## src/rtl/multi_btn_debouncer.sv

```systemverilog
// Multi-channel button debouncer: 2-flop sync, stability counter, press/release pulses, press counter.
// Define LONG_PRESS_EN to add per-channel hold timers, long_pulse and long-press release suppression.
module multi_btn_debouncer #(
  parameter int unsigned N_BTN       = 4,
  parameter int unsigned DEB_CYCLES  = 65536,
  parameter int unsigned PRESS_MAX   = 8,
  parameter int unsigned CNT_W       = 4,
  parameter int unsigned LONG_CYCLES = 50000000
) (
  input  logic                   clk,
  input  logic                   reset,
  input  logic [N_BTN-1:0]       btn_in,
  input  logic [N_BTN-1:0]       count_clr,
  output logic [N_BTN-1:0]       btn_out,
  output logic [N_BTN-1:0]       press_pulse,
  output logic [N_BTN-1:0]       release_pulse,
  output logic [N_BTN-1:0]       long_pulse,
  output logic [N_BTN*CNT_W-1:0] count_out,
  output logic                   any_active
);

  localparam int unsigned      DW       = $clog2(DEB_CYCLES);
  localparam logic [DW-1:0]    DEB_LAST = DW'(DEB_CYCLES - 1);
  localparam logic [CNT_W-1:0] CNT_LAST = CNT_W'(PRESS_MAX);

  logic [N_BTN-1:0] sync1, sync2, btn_d;
  logic [N_BTN-1:0] long_hit, rel_evt;
  logic [DW-1:0]    stab [N_BTN];
  logic [CNT_W-1:0] cnt  [N_BTN];

  // btn_d lags btn_out by one cycle, so edges are seen (and pulsed) the cycle after btn_out moves.
  always_comb begin
    rel_evt = btn_d & ~btn_out & ~long_hit;
  end

  always_ff @(posedge clk) begin
    if (reset) begin
      sync1         <= '0;
      sync2         <= '0;
      btn_out       <= '0;
      btn_d         <= '0;
      press_pulse   <= '0;
      release_pulse <= '0;
      for (int unsigned i = 0; i < N_BTN; i++) begin
        stab[i] <= '0;
        cnt[i]  <= '0;
      end
    end else begin
      sync1         <= btn_in;
      sync2         <= sync1;
      btn_d         <= btn_out;
      press_pulse   <= btn_out & ~btn_d;
      release_pulse <= rel_evt;
      for (int unsigned i = 0; i < N_BTN; i++) begin
        if (sync2[i] == btn_out[i]) begin
          stab[i] <= '0;
        end else if (stab[i] == DEB_LAST) begin
          stab[i]    <= '0;
          btn_out[i] <= ~btn_out[i];
        end else begin
          stab[i] <= stab[i] + 1'b1;
        end

        if (count_clr[i]) begin
          cnt[i] <= '0;
        end else if (rel_evt[i]) begin
          cnt[i] <= (cnt[i] == CNT_LAST) ? '0 : cnt[i] + 1'b1;
        end
      end
    end
  end

`ifdef LONG_PRESS_EN
  localparam int unsigned   HW        = $clog2(LONG_CYCLES + 1);
  localparam logic [HW-1:0] HOLD_LAST = HW'(LONG_CYCLES - 1);
  localparam logic [HW-1:0] HOLD_SAT  = HW'(LONG_CYCLES);

  logic [HW-1:0] hold [N_BTN];

  // Timer parks at LONG_CYCLES: gives one long_pulse per hold and flags the release to skip.
  always_ff @(posedge clk) begin
    if (reset) begin
      long_pulse <= '0;
      for (int unsigned i = 0; i < N_BTN; i++) begin
        hold[i] <= '0;
      end
    end else begin
      for (int unsigned i = 0; i < N_BTN; i++) begin
        long_pulse[i] <= btn_out[i] && (hold[i] == HOLD_LAST);
        if (!btn_out[i]) begin
          hold[i] <= '0;
        end else if (hold[i] != HOLD_SAT) begin
          hold[i] <= hold[i] + 1'b1;
        end
      end
    end
  end

  always_comb begin
    long_hit = '0;
    for (int unsigned i = 0; i < N_BTN; i++) begin
      long_hit[i] = (hold[i] == HOLD_SAT);
    end
  end
`else
  assign long_pulse = '0;
  assign long_hit   = '0;
`endif

  always_comb begin
    count_out = '0;
    for (int unsigned i = 0; i < N_BTN; i++) begin
      count_out[i*CNT_W +: CNT_W] = cnt[i];
    end
  end

  assign any_active = |btn_out;

endmodule

```

## config.mk

```make
export PLATFORM = sky130hd
export DESIGN_NAME = multi_btn_debouncer
export DESIGN_NICKNAME = d
export VERILOG_FILES = /design/src/rtl/multi_btn_debouncer.sv
export SDC_FILE = /design/constraint.sdc
export NUM_CORES = 1
export LEC_CHECK = 0
export CAP_MARGIN = 15
export CORE_MARGIN = 2
export CORE_UTILIZATION = 58
export CTS_CLUSTER_DIAMETER = 100
export DETAILED_ROUTE_END_ITERATION = 8
export PLACE_DENSITY = 0.83
export REMOVE_ABC_BUFFERS = 1
export SYNTH_ARGS = -nofsm -noshare
export SYNTH_HDL_FRONTEND = slang
export SYNTH_SLANG_ARGS = --single-unit
```

## constraint.sdc

```tcl
create_clock -name clk -period 2.5 [get_ports clk]
set_input_delay 0.25 -clock clk [delete_from_list [all_inputs] [get_ports clk]]
set_output_delay 0.25 -clock clk [all_outputs]
set_load 0.03 [all_outputs]
```

==> impl_metrics.tcl <==
set metrics [dict create \
    wl_per_cell_um 12.3 \
    ff_latch_area_um2 2880 \
    p_per_area_nw_per_um2 538 \
    dr.first_iter.drc_count 109 \
    clkLatencyLatePin_ps 370 \
    synth_seq_cells 104 \
    netlist_area_um2 5060 \
    final_core_util 0.693 \
    fin_crit_sh 0.858 \
    cts_sinks 104 \
    initial_core_util 0.589 \
    end_kind "flop" \
    row_count 34 \
    cp_slowest_cell "or4_4" \
    holdWs_ps 409 \
    die_area_um2 9490 \
    maxSlewHeadroom 0.564 \
    grt_start_max_net_pins 20 \
    htree_levels 3 \
    crit_required_ps 2610 \
    synth_area_per_cell_um2 10.7 \
    hold_viol_final 0 \
    syn2layout_area_growth_pct 17.7 \
    worstPathArrival_ps 2250 \
    finalSetupViolCount 0 \
    cpLargestDelayFamily "simple AND/OR/NAND/NOR gates" \
    root_buffer "clkbuf_8" \
    maxCapViolCount 0 \
    via_count 3528 \
    grt_setup_unrepaired "no" \
    antenna_found_initial 0 \
    die_y_um 97.4 \
    slew_viol_final 0 \
    routed_wl_mm 8.51 \
    first_pass_iters 5 \
    overflow 0 \
    route.detailed.drc 0 \
    synthDistinctLibCells 38 \
    diodes 0 \
    clk_pin_slew_ps 90 \
    io_buffers 38 \
    placed_cell_area_um2 5760 \
    grt_pass1_wl_mm 14.6 \
    crit_chain "ha_1, nand3_1, or4_4, o21bai_2, nor2_1" \
    numCtsBuffers 9 \
    vias_per_cell 5.11 \
    hold_buffers 0 \
    final.setup.tns_ps 0 \
    post_cts_resized 0 \
    grt_pass1_vias 3329 \
    synth_warnings 0 \
    gp_congestion 0.795 \
    drive_above_1_share 0.0377 \
    postCtsSetupRepairBufs 0 \
    finalInstanceArea_um2 5950 \
    fin_skew_ps 14.2 \
    die_w_um 97.4 \
    fin_crit_ps 2150 \
    worstHoldPathType "reg2reg" \
    postRouteAntennaNets 0 \
    worstSetupPathType "reg2reg" \
    grt_usage 0.189 \
    core_area_um2 8590 \
    status "finished clean" \
    ioPinCount 43 \
    multi_input_area_um2 2240 \
    seq_area_frac_synth 0.570 \
    ir_drop_v 0.000288 \
    power_leakage_nw 2.19 \
    cpPeakStageDelay_ps 550 \
    nNetsFinal 600 \
    cts_tree "yes" \
    dp_hpwl_mm 6.21 \
    tightestPinTransition_ps 652 \
    synth_cells 473 \
    start_kind "flop" \
    cp_max_fo 14 \
    crit_buf_inv 0 \
    n_fill_cell 643 \
    clk_path_buf_depth 2 \
    fmax_ghz 0.466 \
]
==> final timing paths <==
path / from / end / slack (ps) / cells past startpoint
min: btn_d[1]$_SDFF_PP0_ / press_pulse[1]$_SDFF_PP0_ / 410 / 1
max reg2reg: stab[0][0]$_SDFFCE_PN0P_ / stab[0][9]$_SDFFCE_PN0P_ / 350 / 5
min reg2reg: btn_d[1]$_SDFF_PP0_ / press_pulse[1]$_SDFF_PP0_ / 410 / 1
max: stab[0][0]$_SDFFCE_PN0P_ / stab[0][9]$_SDFFCE_PN0P_ / 350 / 5
==> layout by cell type, fill, tap and decap left out, drive strengths merged, types with 16 or more instances in the layout <==
cell / n
xnor2: 38
conb: 68
nor2: 89
dfxtp: 24
nand2: 19
inv: 29
edfxtp: 80
clkdlybuf4s50: 38
nand3: 29
nand4: 16
xor2: 25
==> sequential cells by signal (all words and copies together) (netlist names) <==
name / count
btn_out: 4
sync2: 4
press_pulse: 4
stab: 64
cnt: 16
btn_d: 4
sync1: 4
release_pulse: 4
==> routing by layer <==
| layer | vias up | wire, um | global-route usage |
|---|---|---|---|
| met2 | 75 | 4170 | 0.324 |
| met4 | 0 | 168 | 0.0705 |
| met5 | - | 0 | 0 |
| li1 | 1776 | - | - |
| met3 | 15 | 344 | 0.0453 |
| met1 | 1662 | 3820 | 0.233 |
==> logic make-up (layout without fill, tap and decap cells) <==
| logic type | count (synthesis) | count (layout) | synth area share |
|---|---|---|---|
| AO/OA/AOI/OAI | 23 | 23 | 0.0287 |
| XOR/XNOR | 63 | 63 | 0.109 |
| adder cells (fa/ha/maj) | 12 | 12 | 0.0297 |
| buffers and inverters | 41 | 85 | 0.0361 |
| flip-flops | 104 | 104 | 0.570 |
| multiplexers | 2 | 2 | 0.00396 |
| other | 2 | 68 | 0.00148 |
| AND/OR/NAND/NOR | 226 | 226 | 0.221 |
==> cells in the mapped netlist <==
cell type | n | area share
nand2b_1 | 12 | 0.015
nor4_1 | 8 | 0.0099
nor3_1 | 15 | 0.015
nor2b_1 | 12 | 0.015
a21oi_1 | 6 | 0.0059
or2_0 | 1 | 0.0012
buf_4 | 5 | 0.0074
o31ai_1 | 2 | 0.0030
xnor2_1 | 38 | 0.066
or3_1 | 5 | 0.0062
xor2_1 | 25 | 0.043
buf_2 | 2 | 0.0020
and3_1 | 9 | 0.011
or4_1 | 2 | 0.0030
a21o_1 | 1 | 0.0015
edfxtp_1 | 80 | 0.47
nand3_1 | 28 | 0.028
and2_1 | 2 | 0.0025
nor2_1 | 89 | 0.066
o21ai_0 | 8 | 0.0079
a31oi_1 | 1 | 0.0012
dfxtp_1 | 24 | 0.095
ha_1 | 12 | 0.030
conb_1 | 2 | 0.0015
or4_4 | 1 | 0.0022
o41ai_1 | 1 | 0.0017
nand3_4 | 1 | 0.0035
buf_6 | 1 | 0.0022
clkbuf_1 | 4 | 0.0030
or2_1 | 1 | 0.0012
mux2i_1 | 2 | 0.0040
nand4_1 | 16 | 0.020
o21bai_2 | 1 | 0.0022
and4_1 | 4 | 0.0069
inv_1 | 29 | 0.022
nor3b_1 | 1 | 0.0015
nand2_1 | 19 | 0.014
a31o_2 | 3 | 0.0052
==> through the flow <==
step                      worst slack, ps  std cells  power (mW)
after floorplan                       608        527        2.14
after global placement                431        675        2.21
after detailed placement              347        675        2.21
after CTS                             351        691        3.22
after global routing                  161        691        3.31
final                                 354        691        3.20
==> layout make-up <==
| cell class | instances | area share |
|---|---|---|
| multi-input cells | 394 | 0.377 |
| well taps | 108 | 0.0227 |
| inverters | 29 | 0.0183 |
| clock buffers | 11 | 0.0221 |
| flip-flops and latches | 104 | 0.484 |
| clock inverters | 5 | 0.00988 |
| repair buffers | 40 | 0.0664 |
==> worst register-to-register path, delay by kind of cell, from the launching register on <==
family          cells  cell delay (ps)
simple gates        3              800
fa+ha+maj           1              220
flops               1              400
compound gates      1              460
==> power by group <==
| part | leakage (nW) | internal (mW) | total (mW) | switching (mW) |
|---|---|---|---|---|
| Clock | 0.0895 | 0.464 | 1.02 | 0.561 |
| Sequential | 1.03 | 1.92 | 1.98 | 0.0649 |
| Combinational | 1.07 | 0.0830 | 0.196 | 0.113 |
| Total | 2.19 | 2.47 | 3.20 | 0.738 |
Power figures use the tool's default switching activity.
